--- src/rtl/pipeline_hazard_ctrl_if.sv ---
// Decode/EX/MEM hazard inputs and stall/flush strobes between core and hazard controller.
interface pipeline_hazard_ctrl_if #(
    parameter int unsigned ADDR_W = 5,
    parameter int unsigned CNT_W  = 16
);
    logic [ADDR_W-1:0] id_rs_x;
    logic [ADDR_W-1:0] id_rs_y;
    logic              id_uses_x;
    logic              id_uses_y;
    logic [ADDR_W-1:0] ex_WB_ADDR;
    logic              ex_RF_WR;
    logic [ADDR_W-1:0] mem_WB_ADDR;
    logic              mem_RF_WR;
    logic              ex_branch_taken;
    logic              ext_stall;
    logic              pc_stall;
    logic              if_id_stall;
    logic              if_id_flush;
    logic              id_ex_nop;
    logic              flushing;
    logic [CNT_W-1:0]  stall_cnt;
    logic [CNT_W-1:0]  flush_cnt;

    // Core side: supplies pipeline status, consumes strobes.
    modport master (
        output id_rs_x, id_rs_y, id_uses_x, id_uses_y,
        output ex_WB_ADDR, ex_RF_WR, mem_WB_ADDR, mem_RF_WR,
        output ex_branch_taken, ext_stall,
        input  pc_stall, if_id_stall, if_id_flush, id_ex_nop, flushing,
        input  stall_cnt, flush_cnt
    );

    // Controller side.
    modport slave (
        input  id_rs_x, id_rs_y, id_uses_x, id_uses_y,
        input  ex_WB_ADDR, ex_RF_WR, mem_WB_ADDR, mem_RF_WR,
        input  ex_branch_taken, ext_stall,
        output pc_stall, if_id_stall, if_id_flush, id_ex_nop, flushing,
        output stall_cnt, flush_cnt
    );
endinterface

--- src/rtl/pipeline_hazard_ctrl.sv ---
// Hazard/bubble controller: RAW detection against EX/MEM, multi-cycle branch flush,
// and saturating stall/flush performance counters.
module pipeline_hazard_ctrl #(
    parameter int unsigned ADDR_W       = 5,
    parameter int unsigned FLUSH_CYCLES = 2,
    parameter int unsigned CNT_W        = 16
) (
    input logic                 clk,
    input logic                 rst,
    pipeline_hazard_ctrl_if.slave bus
);
    typedef enum logic {StRun, StFlush} state_e;

    localparam logic [3:0]       FlReload = 4'(FLUSH_CYCLES - 1);
    localparam logic [CNT_W-1:0] CntMax   = '1;

    state_e           state_q;
    logic [3:0]       fl_left_q;
    logic [CNT_W-1:0] stall_cnt_q;
    logic [CNT_W-1:0] flush_cnt_q;

    logic [ADDR_W-1:0] rs_x, rs_y, ex_addr, mem_addr;
    logic              raw_hz;
    logic              pc_stall, if_id_stall, if_id_flush, id_ex_nop;

    assign rs_x     = bus.id_rs_x;
    assign rs_y     = bus.id_rs_y;
    assign ex_addr  = bus.ex_WB_ADDR;
    assign mem_addr = bus.mem_WB_ADDR;

    // RAW hazard and same-cycle strobe decode; reset and flush both inject bubbles.
    always_comb begin
        raw_hz = (bus.id_uses_x & ((bus.ex_RF_WR & (ex_addr == rs_x)) |
                                   (bus.mem_RF_WR & (mem_addr == rs_x)))) |
                 (bus.id_uses_y & ((bus.ex_RF_WR & (ex_addr == rs_y)) |
                                   (bus.mem_RF_WR & (mem_addr == rs_y))));
        pc_stall    = 1'b0;
        if_id_stall = 1'b0;
        if_id_flush = 1'b0;
        id_ex_nop   = 1'b0;
        if (rst || bus.ex_branch_taken || (state_q == StFlush)) begin
            if_id_flush = 1'b1;
            id_ex_nop   = 1'b1;
        end else if (raw_hz || bus.ext_stall) begin
            pc_stall    = 1'b1;
            if_id_stall = 1'b1;
            id_ex_nop   = 1'b1;
        end
    end

    // Flush FSM and saturating performance counters.
    always_ff @(posedge clk) begin
        if (rst) begin
            state_q     <= StRun;
            fl_left_q   <= 4'd0;
            stall_cnt_q <= '0;
            flush_cnt_q <= '0;
        end else begin
            if (bus.ex_branch_taken) begin
                // A taken branch always restarts the squash window, even mid-flush.
                if (FLUSH_CYCLES > 1) begin
                    state_q   <= StFlush;
                    fl_left_q <= FlReload;
                end else begin
                    state_q   <= StRun;
                    fl_left_q <= 4'd0;
                end
            end else if (state_q == StFlush) begin
                fl_left_q <= fl_left_q - 4'd1;
                if (fl_left_q == 4'd1) begin
                    state_q <= StRun;
                end
            end
            // pc_stall is only ever raised in RUN, so no extra state qualifier needed.
            if (pc_stall && (stall_cnt_q != CntMax)) begin
                stall_cnt_q <= stall_cnt_q + 1'b1;
            end
            if (if_id_flush && (flush_cnt_q != CntMax)) begin
                flush_cnt_q <= flush_cnt_q + 1'b1;
            end
        end
    end

    assign bus.pc_stall    = pc_stall;
    assign bus.if_id_stall = if_id_stall;
    assign bus.if_id_flush = if_id_flush;
    assign bus.id_ex_nop   = id_ex_nop;
    assign bus.flushing    = (state_q == StFlush);
    assign bus.stall_cnt   = stall_cnt_q;
    assign bus.flush_cnt   = flush_cnt_q;
endmodule

--- src/flat_wrapper.sv ---
// flat-port wrapper written by rule: the top's interface ports become plain ports
module pipeline_hazard_ctrl_flat 
#(
    parameter int unsigned ADDR_W       = 5,
    parameter int unsigned FLUSH_CYCLES = 2,
    parameter int unsigned CNT_W        = 16
)
  (clk, rst, bus_id_rs_x, bus_id_rs_y, bus_id_uses_x, bus_id_uses_y, bus_ex_WB_ADDR, bus_ex_RF_WR, bus_mem_WB_ADDR, bus_mem_RF_WR, bus_ex_branch_taken, bus_ext_stall, bus_pc_stall, bus_if_id_stall, bus_if_id_flush, bus_id_ex_nop, bus_flushing, bus_stall_cnt, bus_flush_cnt);
  pipeline_hazard_ctrl_if #(.ADDR_W(ADDR_W), .CNT_W(CNT_W)) bus_i ();
  input logic clk;
  input logic rst;
  input wire logic [$bits(bus_i.id_rs_x)-1:0] bus_id_rs_x;
  input wire logic [$bits(bus_i.id_rs_y)-1:0] bus_id_rs_y;
  input wire logic [$bits(bus_i.id_uses_x)-1:0] bus_id_uses_x;
  input wire logic [$bits(bus_i.id_uses_y)-1:0] bus_id_uses_y;
  input wire logic [$bits(bus_i.ex_WB_ADDR)-1:0] bus_ex_WB_ADDR;
  input wire logic [$bits(bus_i.ex_RF_WR)-1:0] bus_ex_RF_WR;
  input wire logic [$bits(bus_i.mem_WB_ADDR)-1:0] bus_mem_WB_ADDR;
  input wire logic [$bits(bus_i.mem_RF_WR)-1:0] bus_mem_RF_WR;
  input wire logic [$bits(bus_i.ex_branch_taken)-1:0] bus_ex_branch_taken;
  input wire logic [$bits(bus_i.ext_stall)-1:0] bus_ext_stall;
  output wire logic [$bits(bus_i.pc_stall)-1:0] bus_pc_stall;
  output wire logic [$bits(bus_i.if_id_stall)-1:0] bus_if_id_stall;
  output wire logic [$bits(bus_i.if_id_flush)-1:0] bus_if_id_flush;
  output wire logic [$bits(bus_i.id_ex_nop)-1:0] bus_id_ex_nop;
  output wire logic [$bits(bus_i.flushing)-1:0] bus_flushing;
  output wire logic [$bits(bus_i.stall_cnt)-1:0] bus_stall_cnt;
  output wire logic [$bits(bus_i.flush_cnt)-1:0] bus_flush_cnt;
  assign bus_i.id_rs_x = bus_id_rs_x;
  assign bus_i.id_rs_y = bus_id_rs_y;
  assign bus_i.id_uses_x = bus_id_uses_x;
  assign bus_i.id_uses_y = bus_id_uses_y;
  assign bus_i.ex_WB_ADDR = bus_ex_WB_ADDR;
  assign bus_i.ex_RF_WR = bus_ex_RF_WR;
  assign bus_i.mem_WB_ADDR = bus_mem_WB_ADDR;
  assign bus_i.mem_RF_WR = bus_mem_RF_WR;
  assign bus_i.ex_branch_taken = bus_ex_branch_taken;
  assign bus_i.ext_stall = bus_ext_stall;
  assign bus_pc_stall = bus_i.pc_stall;
  assign bus_if_id_stall = bus_i.if_id_stall;
  assign bus_if_id_flush = bus_i.if_id_flush;
  assign bus_id_ex_nop = bus_i.id_ex_nop;
  assign bus_flushing = bus_i.flushing;
  assign bus_stall_cnt = bus_i.stall_cnt;
  assign bus_flush_cnt = bus_i.flush_cnt;
  pipeline_hazard_ctrl #(.ADDR_W(ADDR_W), .FLUSH_CYCLES(FLUSH_CYCLES), .CNT_W(CNT_W)) u_core (.clk(clk), .rst(rst), .bus(bus_i));
endmodule
--- config.mk ---
export PLATFORM = sky130hd
export DESIGN_NAME = pipeline_hazard_ctrl_flat
export DESIGN_NICKNAME = d
export VERILOG_FILES = /design/src/rtl/pipeline_hazard_ctrl_if.sv /design/src/rtl/pipeline_hazard_ctrl.sv /design/src/flat_wrapper.sv
export SDC_FILE = /design/constraint.sdc
export NUM_CORES = 1
export LEC_CHECK = 0
export ABC_AREA = 1
export CORE_MARGIN = 2
export CORE_UTILIZATION = 45
export DETAILED_ROUTE_END_ITERATION = 8
export PLACE_DENSITY = 0.74
export REMOVE_ABC_BUFFERS = 1
export SLEW_MARGIN = 20
export SYNTH_ARGS = -nofsm -noshare
export SYNTH_HDL_FRONTEND = slang
export SYNTH_SLANG_ARGS = --single-unit
--- constraint.sdc ---
create_clock -name clk -period 4.1 [get_ports clk]
set_clock_uncertainty 0.1 [all_clocks]
set_input_delay 1.025 -clock clk [delete_from_list [all_inputs] [get_ports clk]]
set_output_delay 1.025 -clock clk [all_outputs]
set_load 0.02 [all_outputs]
# After elaboration in Yosys (flattened, before gate mapping)
# Cells that the tools add are included.
dict set report op_classes {
  bitwise_logic 9
  eq_ne 7
  mux 9
  n_addsub 3
  n_reduce_logical 7
}
# op count
set ops {}
lappend ops {{adder 16 x 1 -> 16 bit, second input constant} 2}
lappend ops {{!= test 16 bit, second input constant} 2}
lappend ops {{== test 5 bit} 4}
lappend ops {{two-way mux 1 bit} 9}
lappend ops {{bitwise AND 1 bit} 6}
lappend ops {{== test 4 x 1 -> 1 bit, second input constant} 1}
lappend ops {{subtractor 4 x 1 -> 4 bit, second input constant} 1}
lappend ops {{logical OR 1 bit} 3}
lappend ops {{bitwise OR 1 bit} 3}
lappend ops {{logical AND 1 bit} 2}
lappend ops {{nonzero test 2 bit} 1}
lappend ops {{OR reduction 2 bit} 1}
dict set report word_totals {
  regBits 37
  inputBits 28
  out_inout_bits 37
  elab_cells 40
}

# Logic depth before layout (Yosys ltp)
# Gate-level depths: netlist (run 1).
dict set report depth {
  ltp_word 9
  mapped_depth 13
  ltp_nobuf 12
}

# Worst setup path before layout (run 1)
# No wires, ideal clock.
dict set report synth_timing {
  kind {input to output}
  startpoint {in bus_id_rs_x[1]}
  endpoint {out bus_pc_stall}
  required_time_ps 2975
  setup_slack_ps 900
  path_stages 12
  arrival_time_ps 2075
  cell_sequence {inv_1 > nand2_1 > nand2_1 > nor2_1 > nand3_1 > nand2_1 > nand2_1 > nand3_2 > buf_4 > nand2_1 > inv_1 > buf_4}
}
dict set report synth_via {
  elab_chain_len 8
}
# item line_no
set synth_rtl {}
lappend synth_rtl {{start: declaration} flat_wrapper.sv:12} ;# input wire logic [$bits(bus_i.id_rs_x)-1:0] bus_id_rs_x;
lappend synth_rtl {{== test 5 bit (on tied branches)} {pipeline_hazard_ctrl.sv:33, pipeline_hazard_ctrl.sv:34}}
lappend synth_rtl {{bitwise AND 1 bit (on tied branches)} {pipeline_hazard_ctrl.sv:33, pipeline_hazard_ctrl.sv:34}}
lappend synth_rtl {{bitwise OR 1 bit *} pipeline_hazard_ctrl.sv:33} ;# raw_hz = (bus.id_uses_x & ((bus.ex_RF_WR & (ex_addr == rs_x)) |
lappend synth_rtl {{bitwise AND 1 bit *} pipeline_hazard_ctrl.sv:33}
lappend synth_rtl {{bitwise OR 1 bit *} pipeline_hazard_ctrl.sv:34} ;# (bus.mem_RF_WR & (mem_addr == rs_x)))) |
lappend synth_rtl {{logical OR 1 bit *} pipeline_hazard_ctrl.sv:44} ;# end else if (raw_hz || bus.ext_stall) begin
lappend synth_rtl {{two-way mux 1 bit * (2 in a row)} -}
lappend synth_rtl {{end: declaration} flat_wrapper.sv:22} ;# output wire logic [$bits(bus_i.pc_stall)-1:0] bus_pc_stall;
# Every way passes the cells marked *; elsewhere a longest branch is shown, timed or not.

# Worst setup path after layout (run 1)
dict set report layout_timing {
  startpoint {in bus_id_rs_x[2]}
  endpoint {out bus_id_ex_nop}
}
dict set report layout_via {
  elab_chain_len 8
}
# item line_no
set layout_rtl {}
lappend layout_rtl {{== test 5 bit (on tied branches)} {pipeline_hazard_ctrl.sv:33, pipeline_hazard_ctrl.sv:34}}
lappend layout_rtl {{bitwise AND 1 bit (on tied branches)} {pipeline_hazard_ctrl.sv:33, pipeline_hazard_ctrl.sv:34}}
lappend layout_rtl {{bitwise OR 1 bit *} pipeline_hazard_ctrl.sv:33}
lappend layout_rtl {{bitwise AND 1 bit *} pipeline_hazard_ctrl.sv:33}
lappend layout_rtl {{bitwise OR 1 bit *} pipeline_hazard_ctrl.sv:34}
lappend layout_rtl {{logical OR 1 bit *} pipeline_hazard_ctrl.sv:44}
lappend layout_rtl {{two-way mux 1 bit *} pipeline_hazard_ctrl.sv:44}
lappend layout_rtl {{two-way mux 1 bit *} pipeline_hazard_ctrl.sv:41} ;# if (rst || bus.ex_branch_taken || (state_q == StFlush)) begin
lappend layout_rtl {{end: declaration} flat_wrapper.sv:25} ;# output wire logic [$bits(bus_i.id_ex_nop)-1:0] bus_id_ex_nop;
# Marked as above.

==> results of run 1 <==
## cell usage after synthesis, types with 3 or more instances
library cell / count / share of area, %
nor2_2: 6 / 1.4
inv_1: 83 / 12
nand2_1: 128 / 18
ha_1: 4 / 1.9
nor2_1: 56 / 8.1
o21ai_0: 14 / 2.7
buf_6: 3 / 1.3
a21oi_1: 18 / 3.5
dfxtp_1: 37 / 29
nand3_1: 29 / 5.6
buf_1: 3 / 0.43
inv_2: 4 / 0.58
nand4_1: 26 / 6.3
nor3_1: 6 / 1.2
## metrics by stage
step	total power [mW]	utilization, %
floorplan	0.455	-
global placement	0.517	59.2
detailed placement	0.519	59.2
CTS	0.841	61.2
global route	0.873	61.3
finish	0.828	61.3
## routing by layer
| metal | global-route usage (%) | routed length (µm) | vias to the layer above |
|---|---|---|---|
| met5 | 0 | 0 | - |
| li1 | - | - | 1503 |
| met1 | 26.5 | 2990 | 1174 |
| met4 | 4.07 | 19 | 0 |
| met2 | 35.3 | 2810 | 58 |
| met3 | 3.85 | 264 | 2 |
## power by group through the flow
| stage | combinational (mW) | clock, mW | sequential (mW) |
|---|---|---|---|
| 2_1_floorplan | 0.0664 | 0 | 0.389 |
| 3_3_place_gp | 0.133 | 0 | 0.384 |
| 3_5_place_dp | 0.135 | 0 | 0.384 |
| 4_1_cts | 0.136 | 0.330 | 0.376 |
| 5_1_grt | 0.154 | 0.342 | 0.377 |
| 6_report | 0.135 | 0.317 | 0.376 |
## how the worst max path moves through the flow
stage | cells past startpoint | startpoint | endpoint | slack [ps]
3_5_place_dp | 12 | bus_id_rs_x[2] | bus_if_id_stall | 120
3_3_place_gp | 12 | bus_id_rs_x[2] | bus_if_id_stall | 150
5_1_grt | 10 | bus_ex_WB_ADDR[2] | bus_id_ex_nop | 90
6_report | 10 | bus_id_rs_x[2] | bus_id_ex_nop | 200
2_1_floorplan | 10 | bus_id_rs_x[1] | bus_if_id_stall | 890
4_1_cts | 12 | bus_id_rs_x[2] | bus_if_id_stall | 110
## timing repair
action                                  CTS  global route
setup buffers                             0             0
endpoints found under the setup margin    0             2
gates resized for setup                   0             2
hold buffers                              0             0
## cell families after synthesis
kind of cell,synth area share [%]
flops,28.5
buf+inv,15.8
simple gates,45.6
compound gates,6.84
xor+xnor,1.35
fa+ha+maj,1.93
## flip-flops by register name, indices dropped and copies added (netlist names)
name                  flops
u_core.fl_left_q          4
u_core.bus.stall_cnt     16
u_core.bus.flush_cnt     16
u_core.bus.flushing       1
## placed cells by master, fill, tap and decap left out, drive strengths merged
cell / instances
clkdlybuf4s50: 62
and3: 1
clkbuf: 6
inv: 88
xor2: 2
dfxtp: 37
nor4: 2
a21oi: 18
dlymetal6s2s: 2
clkinv: 2
o211ai: 1
nand2: 129
xnor2: 2
nor3: 7
o21ai: 16
nor2: 64
nand4: 27
buf: 3
bufinv: 1
ha: 4
nand3: 31
## worst max-delay path, cell delays in order
cell,delay (ps)
clkdlybuf4s50_1,520
inv_1,70
nand2_1,60
nand2_1,40
nor2_1,120
nand3_1,90
nand2_1,80
nand2_1,70
nand4_1,100
clkdlybuf4s50_1,610
## layout make-up
type	instances	area (µm²)	area share [%]
clock buffer	6	72.6	2.14
clock inverter	2	38.8	1.14
inverter	89	337	9.92
multi-input combinational	304	1450	42.6
sequential	37	741	21.8
tap	72	90.1	2.65
timing repair buffer	67	668	19.7
==> flow_summary.yaml, run 1 <==
outcome:
  status: "completed"
cts:
  cts.clk_slew.worst_paths_ps: 80
  cts.sinks: 37
  cts_tree: "yes"
  cts_buffers: 5
  cts_max_level: 2
  root_buffer: "clkbuf_8"
  worstSkewPairLatency_ps: 290
  clock_path_buffers: 2
cells_and_area:
  final_area_um2: 3390
  nets: 536
  n_antenna_cell: 0
  drive_gt1_share_pct: 5.74
  area_delta_synth_final_pct: 30.6
  instances_no_fill: 577
  fill_cells: 532
place:
  place_ws_ps: 123
  dpl-instance-area_um2: 3280
  gp_congestion: 0.867
  portBuffers: 64
  dp_hpwl_mm: 4.52
  dp_cells: 569
synthesis:
  synth_edf_count: 0
  ys.flop_type: "dfxtp_1"
  synth.avg_cell_area_um2: 5.89
  synth-seq-cells: 37
  ys_types: 32
  ys_async_sr_fraction_pct: 0
  synth_area_um2: 2600
  yosys_warnings: 0
  syn-instance-count: 441
  ys_seq_area_share_pct: 28.5
die:
  chipHeight_um: 80.0
  die-area_um2: 6400
  rows: 27
  core_um2: 5540
  io_pins: 65
  start_util_pct: 46.9
  die_w_um: 80.0
critical_path:
  cp_data_arrival_time_ps: 2770
  r2r.worst_path.cells: 10
  r2r_end: "u_core.bus.stall_cnt[15]"
  cp-end-kind: "primary output"
  required_ps: 2970
  critPathKind: "in -> out"
  cp-start-kind: "input pin"
  rrSetupSlack_ps: 2290
  r2r-start: "u_core.bus.stall_cnt[0]"
  cp_max_fo: 3
grt:
  grt_max_degree: 32
  grt_overflow: 0
  grt_pass1_vias: 2495
  globalRouteTotalUtil_pct: 20.5
  antenna_found_initial: 0
  grt_pass1_wl_mm: 10.7
power:
  pwr_density_cell_nw_per_um2: 244
  swShare_pct: 26.4
  seqPwrFrac_pct: 45.4
  p_int_uw: 610
  clkPwrFrac_pct: 38.3
  switchingPower_uw: 218
  ir_worst_vdd_mv: 0.229
  p_leak_nw: 1.57
  power_frac_comb_pct: 16.3
timing:
  tightest_slew_ps: 901
  setup_violations: 0
  whs_ps: 382
  period_share_pct: 95.0
  slew_viol_final: 0
  relSlewSlack_pct: 39.9
  fmax_ghz: 0.257
  hold_violations: 0
  rsz0062_at_grt: "no"
  min_period_ps: 3900
  worst_slack_ps: 203
  setup_tns_ps: 0
drt:
  drtIter0Drc: 175
  vias: 2737
  antenna_left: 0
  drt_wl_total_mm: 6.09
  viasPerCell: 4.74
  routedWlPerCell_um: 10.5
  drc: 0
  firstDrtPassIters: 4
hold_path:
  holdCritPathClass: "reg -> reg"
  whs_path_depth: 2
  worstHoldStart: "u_core.bus.flush_cnt[11]"
  hold_end: "u_core.bus.flush_cnt[11]"
flow_run:
  drv_cap: 0
Power figures use the tool's default switching activity.
==> inputs of run 2 (changes only) <==
--- a/config.mk
+++ b/config.mk
@@ -6,7 +6,6 @@
 export NUM_CORES = 1
 export LEC_CHECK = 0
 export ABC_AREA = 1
-export CORE_MARGIN = 2
 export CORE_UTILIZATION = 45
 export DETAILED_ROUTE_END_ITERATION = 8
 export PLACE_DENSITY = 0.74
==> run 2 against run 1 <==
  * Final cell count decreased by 0.17%
  * First-iteration DRC count decreased by 6.3%
  * Critical path depth unchanged
  * Utilization decreased by 0.45 points
  * Critical path type unchanged
  * Worst setup slack got worse by 0.79 ps
  * Die area decreased by 4.9%
  * Power decreased by 6.2%
  * Wire length increased by 1.8%
  * Fmax about the same
  * Critical endpoint unchanged
  * Clock power decreased by 16%
  * Via count increased by 2.3%
  * Final area decreased by 0.74%
==> flow_summary.yaml, run 2 (synthesis results as in run 1) <==
outcome:
  status: "completed"
cells_and_area:
  final_common_cell: "nand2_1"
  nets: 536
  drive_gt1_share_pct: 5.56
  area_delta_synth_final_pct: 29.7
  ff_latch_area_um2: 741
  mostFrequentLayoutCells: "nand2_1, inv_1, clkdlybuf4s50_1"
  fill_cells: 565
  n_antenna_cell: 0
  multi_input_area_um2: 1450
drt:
  vias: 2800
  drtIter0Drc: 164
  firstDrtPassIters: 4
  routedWlPerCell_um: 10.8
  viasPerCell: 4.86
  drc: 0
  antenna_left: 0
  drt_wl_total_mm: 6.19
critical_path:
  cp-endpoint: "bus_id_ex_nop"
  r2r_end: "u_core.bus.stall_cnt[11]"
  cp-start-kind: "input pin"
  r2r.worst_path.cells: 10
  required_ps: 2970
  cp-end-kind: "primary output"
  startpoint: "bus_id_rs_x[4]"
  rrSetupSlack_ps: 2300
  r2r-start: "u_core.bus.stall_cnt[0]"
  cp_data_arrival_time_ps: 2770
  cp_max_fo: 3
  critPathKind: "in -> out"
cts:
  worstSkewPairLatency_ps: 290
  root_buffer: "clkbuf_8"
  cts_tree: "yes"
  clock_path_buffers: 2
  cts.clk_slew.worst_paths_ps: 70
  cts_max_level: 2
  cts_buffers: 5
  cts.sinks: 37
grt:
  grt_pass1_wl_mm: 10.7
  antenna_found_initial: 0
  grt_overflow: 0
  grt_max_degree: 32
  grt_pass1_vias: 2551
  globalRouteTotalUtil_pct: 21.6
timing:
  setup_tns_ps: 0
  rsz0062_at_grt: "no"
  slew_viol_final: 0
  relSlewSlack_pct: 38.6
  whs_ps: 394
  period_share_pct: 95.1
  fmax_ghz: 0.257
  tightest_slew_ps: 920
  hold_violations: 0
  min_period_ps: 3900
  setup_violations: 0
die:
  chipHeight_um: 78.0
  core_um2: 5540
  start_util_pct: 46.9
  die-area_um2: 6080
  rows: 27
  die_w_um: 78.0
  io_pins: 65
flow_run:
  drv_cap: 0
hold_path:
  holdCritPathClass: "reg -> reg"
place:
  dp_hpwl_mm: 4.66
  gp_congestion: 0.767
  portBuffers: 64
power:
  pwr_density_cell_nw_per_um2: 231
  ir_worst_vdd_mv: 0.139
  p_leak_nw: 1.56
run 2: cell types whose count changed in the layout (fill, tap and decap cells not counted):
| cell | before | now |
|---|---|---|
| clkinv_4 | 1 | 0 |
| bufinv_16 | 1 | 0 |
| clkbuf_8 | 5 | 6 |
run 2: per-stage QoR:
step | setup slack, ps | std cells | util [%] | power [mW] | instance area, µm²
floorplan | 887 | 430 | - | 0.455 | 2520
global placement | 156 | 569 | 59.2 | 0.518 | 3280
detailed placement | 122 | 569 | 59.2 | 0.520 | 3280
CTS | 112 | 576 | 60.7 | 0.785 | 3360
global route | 22.4 | 576 | 60.8 | 0.815 | 3370
finish | 202 | 576 | 60.8 | 0.777 | 3370
run 2: layout make-up:
| type | instances | share of cell area, % |
|---|---|---|
| multi-input combinational | 304 | 43.0 |
| sequential | 37 | 22.0 |
| timing repair buffer | 67 | 19.8 |
| inverter | 89 | 9.99 |
| tap | 72 | 2.67 |
| clock buffer | 7 | 2.56 |
run 2: critical path, cell delays in order:
cell and delay [ps]:
clkdlybuf4s50_1 510, inv_1 70, nand2_1 60, nand2_1 50, nor2_1 120, nand3_1 80
nand2_1 70, nand2_1 70, nand4_1 110, clkdlybuf4s50_1 610
run 2: how the worst min path moves through the flow:
stage,slack [ps],end,from,cells past startpoint
floorplan,360,u_core.fl_left_q[2],u_core.fl_left_q[2],2
global placement,370,u_core.fl_left_q[2],u_core.fl_left_q[2],2
finish,390,u_core.fl_left_q[2],u_core.fl_left_q[2],2
detailed placement,380,u_core.fl_left_q[2],u_core.fl_left_q[2],2
global route,400,u_core.bus.flush_cnt[11],u_core.bus.flush_cnt[11],2
CTS,390,u_core.fl_left_q[2],u_core.fl_left_q[2],2
run 2: layer usage:
layer	vias up	GRT usage, %	share of wire [%]
li1	1500	-	-
met1	1221	25.6	45
met4	0	8.15	1.1
met2	73	38.4	47
met5	-	0	0
met3	6	4.12	6.6
run 2: report_power, final:
| group | internal [mW] | switching (mW) | leakage, nW |
|---|---|---|---|
| Sequential | 0.366 | 0.00938 | 0.300 |
| Combinational | 0.0611 | 0.0745 | 1.22 |
| Clock | 0.134 | 0.132 | 0.0443 |
run 2: repair_timing:
action | CTS | global route
setup endpoints to repair | 0 | 2
hold buffers | 0 | 0
resized for setup | 0 | 2
buffers inserted | 0 | 0
==> inputs of run 3 (changes only) <==
--- a/config.mk
+++ b/config.mk
@@ -8,6 +8,7 @@
 export ABC_AREA = 1
 export CORE_UTILIZATION = 45
 export DETAILED_ROUTE_END_ITERATION = 8
+export HOLD_SLACK_MARGIN = 0.1
 export PLACE_DENSITY = 0.74
 export REMOVE_ABC_BUFFERS = 1
 export SLEW_MARGIN = 20
==> results of run 3 <==
No change in the layout: final DEF, timing and power equal those of run 2.
==> edit 1 (flow settings as in run 3) <==
Make the reset (`rst`) asynchronous in one clocked block.
--- a/src/rtl/pipeline_hazard_ctrl.sv
+++ b/src/rtl/pipeline_hazard_ctrl.sv
@@ -49,7 +49,7 @@
     end
 
     // Flush FSM and saturating performance counters.
-    always_ff @(posedge clk) begin
+    always_ff @(posedge clk or posedge rst) begin
         if (rst) begin
             state_q     <= StRun;
             fl_left_q   <= 4'd0;
Function: differs if rst is asserted again (counterexample within 4 cycles, from zero or initial values and one cycle with rst high); with rst held inactive, the same outputs for 10 cycles.
==> edit 1 against run 3 <==
Die area is 3.9% lower. Critical endpoint unchanged. Via count is 14% lower. Register-to-register slack worse by 0.09 ns. Highest routed layer unchanged. Wire length is 7.0% lower. Setup slack worse by 0.034 ns. Critical path depth stayed put. Maximum frequency is 0.87% lower. Synthesized area is 4.0% lower. Cell area is 1.9% lower. Sequential cell count stayed put.
Power is not compared: it rests on default switching activity, and its combinational part moved more than twofold at a synthesized area within 25%.
==> edit 1: results (changes against run 3) <==
Drt:
- The count of routing violations after the opening detailed-route iteration is 95 (-42%).
- The via count normalized by instance count came to 4.88 (+0.40%).
- The final wirelength is 5.76 mm (-7.0%).

Place:
- The cell area after placement is 0.00320 mm2 (-2.5%).
- The global placement routability congestion was 0.862 (+12%).
- The final HPWL from detailed placement is 4.48 mm (-3.9%).

Global routing:
- The via count of the first global-routing pass came to 2363 (-7.4%).
- The global-route wire length before repair is 10.2 mm (-4.3%).
- The overall routing resource usage is 0.214 (-0.00157).

Status:
- The flow ran to the end, and the final reports show no timing, DRC or antenna violations.

Layout:
- The number of multi-input combinational cells was 258 (-15%).
- The total number of nets in the final design came to 455 (-15%).
- The fraction of area in registers came to 0.280 (+0.0602).
- The final standard cell count with taps included and fillers excluded is 494 (-14%).
- The number of filler instances in the final layout was 501 (-11%).
- The number of ordinary inverters in the final layout is 54 (-39%).

Critical path:
- The reg-to-reg setup timing slack is 2.21 ns (-0.09 ns).
- The data arrival time at the worst-slack endpoint came to 2.81 ns (+0.04 ns).
- The cell depth of the worst flop-to-flop path was 8 (-2).
- The most critical setup path has its startpoint at bus_ex_WB_ADDR[3].
- The startpoint identified for the worst register-to-register timing path is u_core.bus.stall_cnt[0].

Synthesis:
- The average cell area after synthesis is 7.01 um2 (+19%).
- For this run, the leading register cell type out of synthesis is sky130_fd_sc_hd__dfrtp_1.
- In the post-synthesis netlist, the biggest area contributors are sky130_fd_sc_hd__dfrtp_1 (37%), sky130_fd_sc_hd__nand2_1 (18%), sky130_fd_sc_hd__inv_1 (7.2%).
- The post-synthesis sequential area ratio was 0.371 (+0.0861).
- By count the netlist is led by sky130_fd_sc_hd__nand2_1 (122), sky130_fd_sc_hd__inv_1 (48), sky130_fd_sc_hd__dfrtp_1 (37).
- The post-synthesis xor/xnor area fraction is 0.0737 (+0.0602).

Timing:
- The setup slack after layout is 0.168 ns (-0.0342 ns).
- The max-slew headroom at the worst pin is 0.746 (+0.360).
- The post-route worst hold slack is 0.400 ns (+0.00677 ns).

Min path:
- The worst hold path begins at u_core.bus.flush_cnt[7].
- The worst-case hold path end point is u_core.bus.flush_cnt[7].
- The worst hold path depth is 1 (-1).
## edit 1: cell types whose count changed after synthesis, sizes merged, moves of 4 or more
| cell | run 3 | this run |
|---|---|---|
| o21ai | 16 | 8 |
| xnor2 | 2 | 12 |
| xor2 | 2 | 9 |
| inv | 88 | 54 |
| nand2 | 129 | 125 |
| a21oi | 18 | 3 |
| nand4 | 27 | 22 |
| nor2 | 64 | 38 |
| nand3 | 31 | 26 |
| dfrtp | 0 | 37 |
| dfxtp | 37 | 0 |
## edit 1: routing by layer
layer  track usage  part of all wire  routed length (um)  vias up
met2         0.370              0.50                2850       49
li1              -                 -                   -     1251
met1         0.268              0.46                2630     1109
met4        0.0615            0.0049                  28        0
met5             0                 0                   0        -
met3        0.0467             0.044                 256        2
## edit 1: worst max-delay path: cells and delay by family
kind / cells / cell delay [ns]
and+or+nand+nor: 6 / 0.52
AOI/OAI and AO/OA: 1 / 0.07
buffers and inverters: 3 / 1.17
==> edit 2 (settings of run 3) <==
Made on the original files. `CNT_W` is set to 16 in 3 places; all go to 24.
--- a/src/rtl/pipeline_hazard_ctrl_if.sv
+++ b/src/rtl/pipeline_hazard_ctrl_if.sv
@@ -1,7 +1,7 @@
 // Decode/EX/MEM hazard inputs and stall/flush strobes between core and hazard controller.
 interface pipeline_hazard_ctrl_if #(
     parameter int unsigned ADDR_W = 5,
-    parameter int unsigned CNT_W  = 16
+    parameter int unsigned CNT_W  = 24
 );
     logic [ADDR_W-1:0] id_rs_x;
     logic [ADDR_W-1:0] id_rs_y;
--- a/src/rtl/pipeline_hazard_ctrl.sv
+++ b/src/rtl/pipeline_hazard_ctrl.sv
@@ -3,7 +3,7 @@
 module pipeline_hazard_ctrl #(
     parameter int unsigned ADDR_W       = 5,
     parameter int unsigned FLUSH_CYCLES = 2,
-    parameter int unsigned CNT_W        = 16
+    parameter int unsigned CNT_W        = 24
 ) (
     input logic                 clk,
     input logic                 rst,
--- a/src/flat_wrapper.sv
+++ b/src/flat_wrapper.sv
@@ -3,7 +3,7 @@
 #(
     parameter int unsigned ADDR_W       = 5,
     parameter int unsigned FLUSH_CYCLES = 2,
-    parameter int unsigned CNT_W        = 16
+    parameter int unsigned CNT_W        = 24
 )
   (clk, rst, bus_id_rs_x, bus_id_rs_y, bus_id_uses_x, bus_id_uses_y, bus_ex_WB_ADDR, bus_ex_RF_WR, bus_mem_WB_ADDR, bus_mem_RF_WR, bus_ex_branch_taken, bus_ext_stall, bus_pc_stall, bus_if_id_stall, bus_if_id_flush, bus_id_ex_nop, bus_flushing, bus_stall_cnt, bus_flush_cnt);
   pipeline_hazard_ctrl_if #(.ADDR_W(ADDR_W), .CNT_W(CNT_W)) bus_i ();
Ports: changed (resized bus_flush_cnt and bus_stall_cnt); port bits go from 65 to 81. No check against the original RTL was run, so the function may have changed too.
==> edit 2 against run 3 <==
Sequential cell count is 16 higher. Synthesized area is 41% higher. Register-to-register slack worse by 0.79 ns. Total power is 30% higher. Cell area is 38% higher. Die area is 40% higher. Setup slack hardly changed. Core utilization is 1.4 points lower. Combinational power is 12% higher. Wire length is 52% higher. Critical path depth stayed put. Highest routed layer unchanged.
==> edit 2: results (changes against run 3) <==
Status:
- The run finished with clean final reports.

Pwr:
- The switching portion of total power is 0.283 (+0.00558).
- The worst vdd rail ir drop is 0.000169 V (+22%).
- The leakage power summed over all cells was 2.05 nW (+31%).
- The portion of total power attributed to sequential cells is 0.527 (+0.043).

Critical path:
- The endpoint of the lowest-slack register-to-register path is u_core.bus.flush_cnt[16].
- The cell depth of the worst flop-to-flop path is 12 (+2).
- The critical path starts at bus_id_rs_x[0].
- The startpoint of the worst-slack reg-to-reg timing path is u_core.bus.flush_cnt[1].

CTS:
- The clock latency on the worst-skew pair is 0.32 ns (+0.03 ns).
- The clock-pin slew on the worst setup and hold paths is 0.10 ns (+0.03 ns).
- The number of buffers on the longest clock path is 2 (unchanged).

Synthesis:
- The synthesized-area fraction occupied by ao, oa, aoi and oai cells is 0.0514 (-0.0170).
- The adder-cell share of the synthesized area was 0.0136 (-0.00564).
- The post-synthesis sequential area ratio was 0.289 (+0.00370).
- After synthesis, the most frequently instantiated cells are sky130_fd_sc_hd__nand2_1 (196), sky130_fd_sc_hd__inv_1 (117), sky130_fd_sc_hd__nor2_1 (88).
- The number of library cell types mapped by synthesis came to 27 (-16%).
- Yosys attributes the largest share of cell area to sky130_fd_sc_hd__dfxtp_1 (29%), sky130_fd_sc_hd__nand2_1 (20%), sky130_fd_sc_hd__inv_1 (12%).
- The post-synthesis xor/xnor area fraction was 0.0358 (+0.0223).

Global routing:
- The met3 capacity usage during global routing is 0.0353 (-0.00587).
- The global-route wire length before repair came to 16.2 mm (+51%).
- The overall routing resource usage was 0.230 (+0.0141).
- The global-route met1 utilization came to 0.284 (+0.0283).
- The maximum number of pins on one net before global-route repair is 47 (+47%).
- The via count of the first global-routing pass came to 3741 (+47%).

Layout:
- The total number of nets in the final design was 745 (+39%).
- The fraction of layout cells with a size suffix above 1 was 0.0378 (-0.0177).

Place:
- The global placement routability congestion is 0.915 (+19%).
- The final HPWL from detailed placement was 7.09 mm (+52%).
- The number of port buffers is 80 (+25%).
- The cell area after placement is 0.00454 mm2 (+39%).

Drt:
- The via count normalized by instance count came to 4.95 (+1.9%).
- The count of routing violations after the opening detailed-route iteration is 137 (-16%).
- The amount of wire on met3 after detailed routing came to 474 um (+16%).
- The sum of met2 wire segment lengths after detailed routing is 4.51 mm (+54%).
- The average routed wire per standard cell is 11.5 um (+7.0%).

Timing:
- The max-slew headroom at the worst pin was 0.710 (+0.324).
[edit 2: layout make-up]
cell class	count	area, um2
Inverter	124	465
Sequential cell	53	1060
Clock inverter	2	13.8
Timing Repair Buffer	85	843
Fill cell	779	3170
Tap cell	102	128
Multi-Input combinational cell	444	2050
Clock buffer	6	82.6
[edit 2: kinds of logic after synthesis]
kind of cell	Yosys count
compound gates	37
xor+xnor	15
fa+ha+maj	4
buf+inv	144
flops	53
simple gates	388
[edit 2: what timing repair did]
action | 4_1_cts | 5_1_grt
setup buffers | 0 | 0
endpoints found under the setup margin | 0 | 2
gates resized for setup | 0 | 2
[edit 2: per-stage QoR]
stage | instances | hold slack [ns] | setup slack [ns] | util
2_1_floorplan | 621 | 0.358 | -0.273 | -
3_3_place_gp | 808 | 0.380 | 0.0510 | 0.582
3_5_place_dp | 808 | 0.391 | 0.0364 | 0.582
4_1_cts | 816 | 0.408 | 0.0358 | 0.594
5_1_grt | 816 | 0.462 | 0.0647 | 0.595
6_report | 816 | 0.411 | 0.203 | 0.595
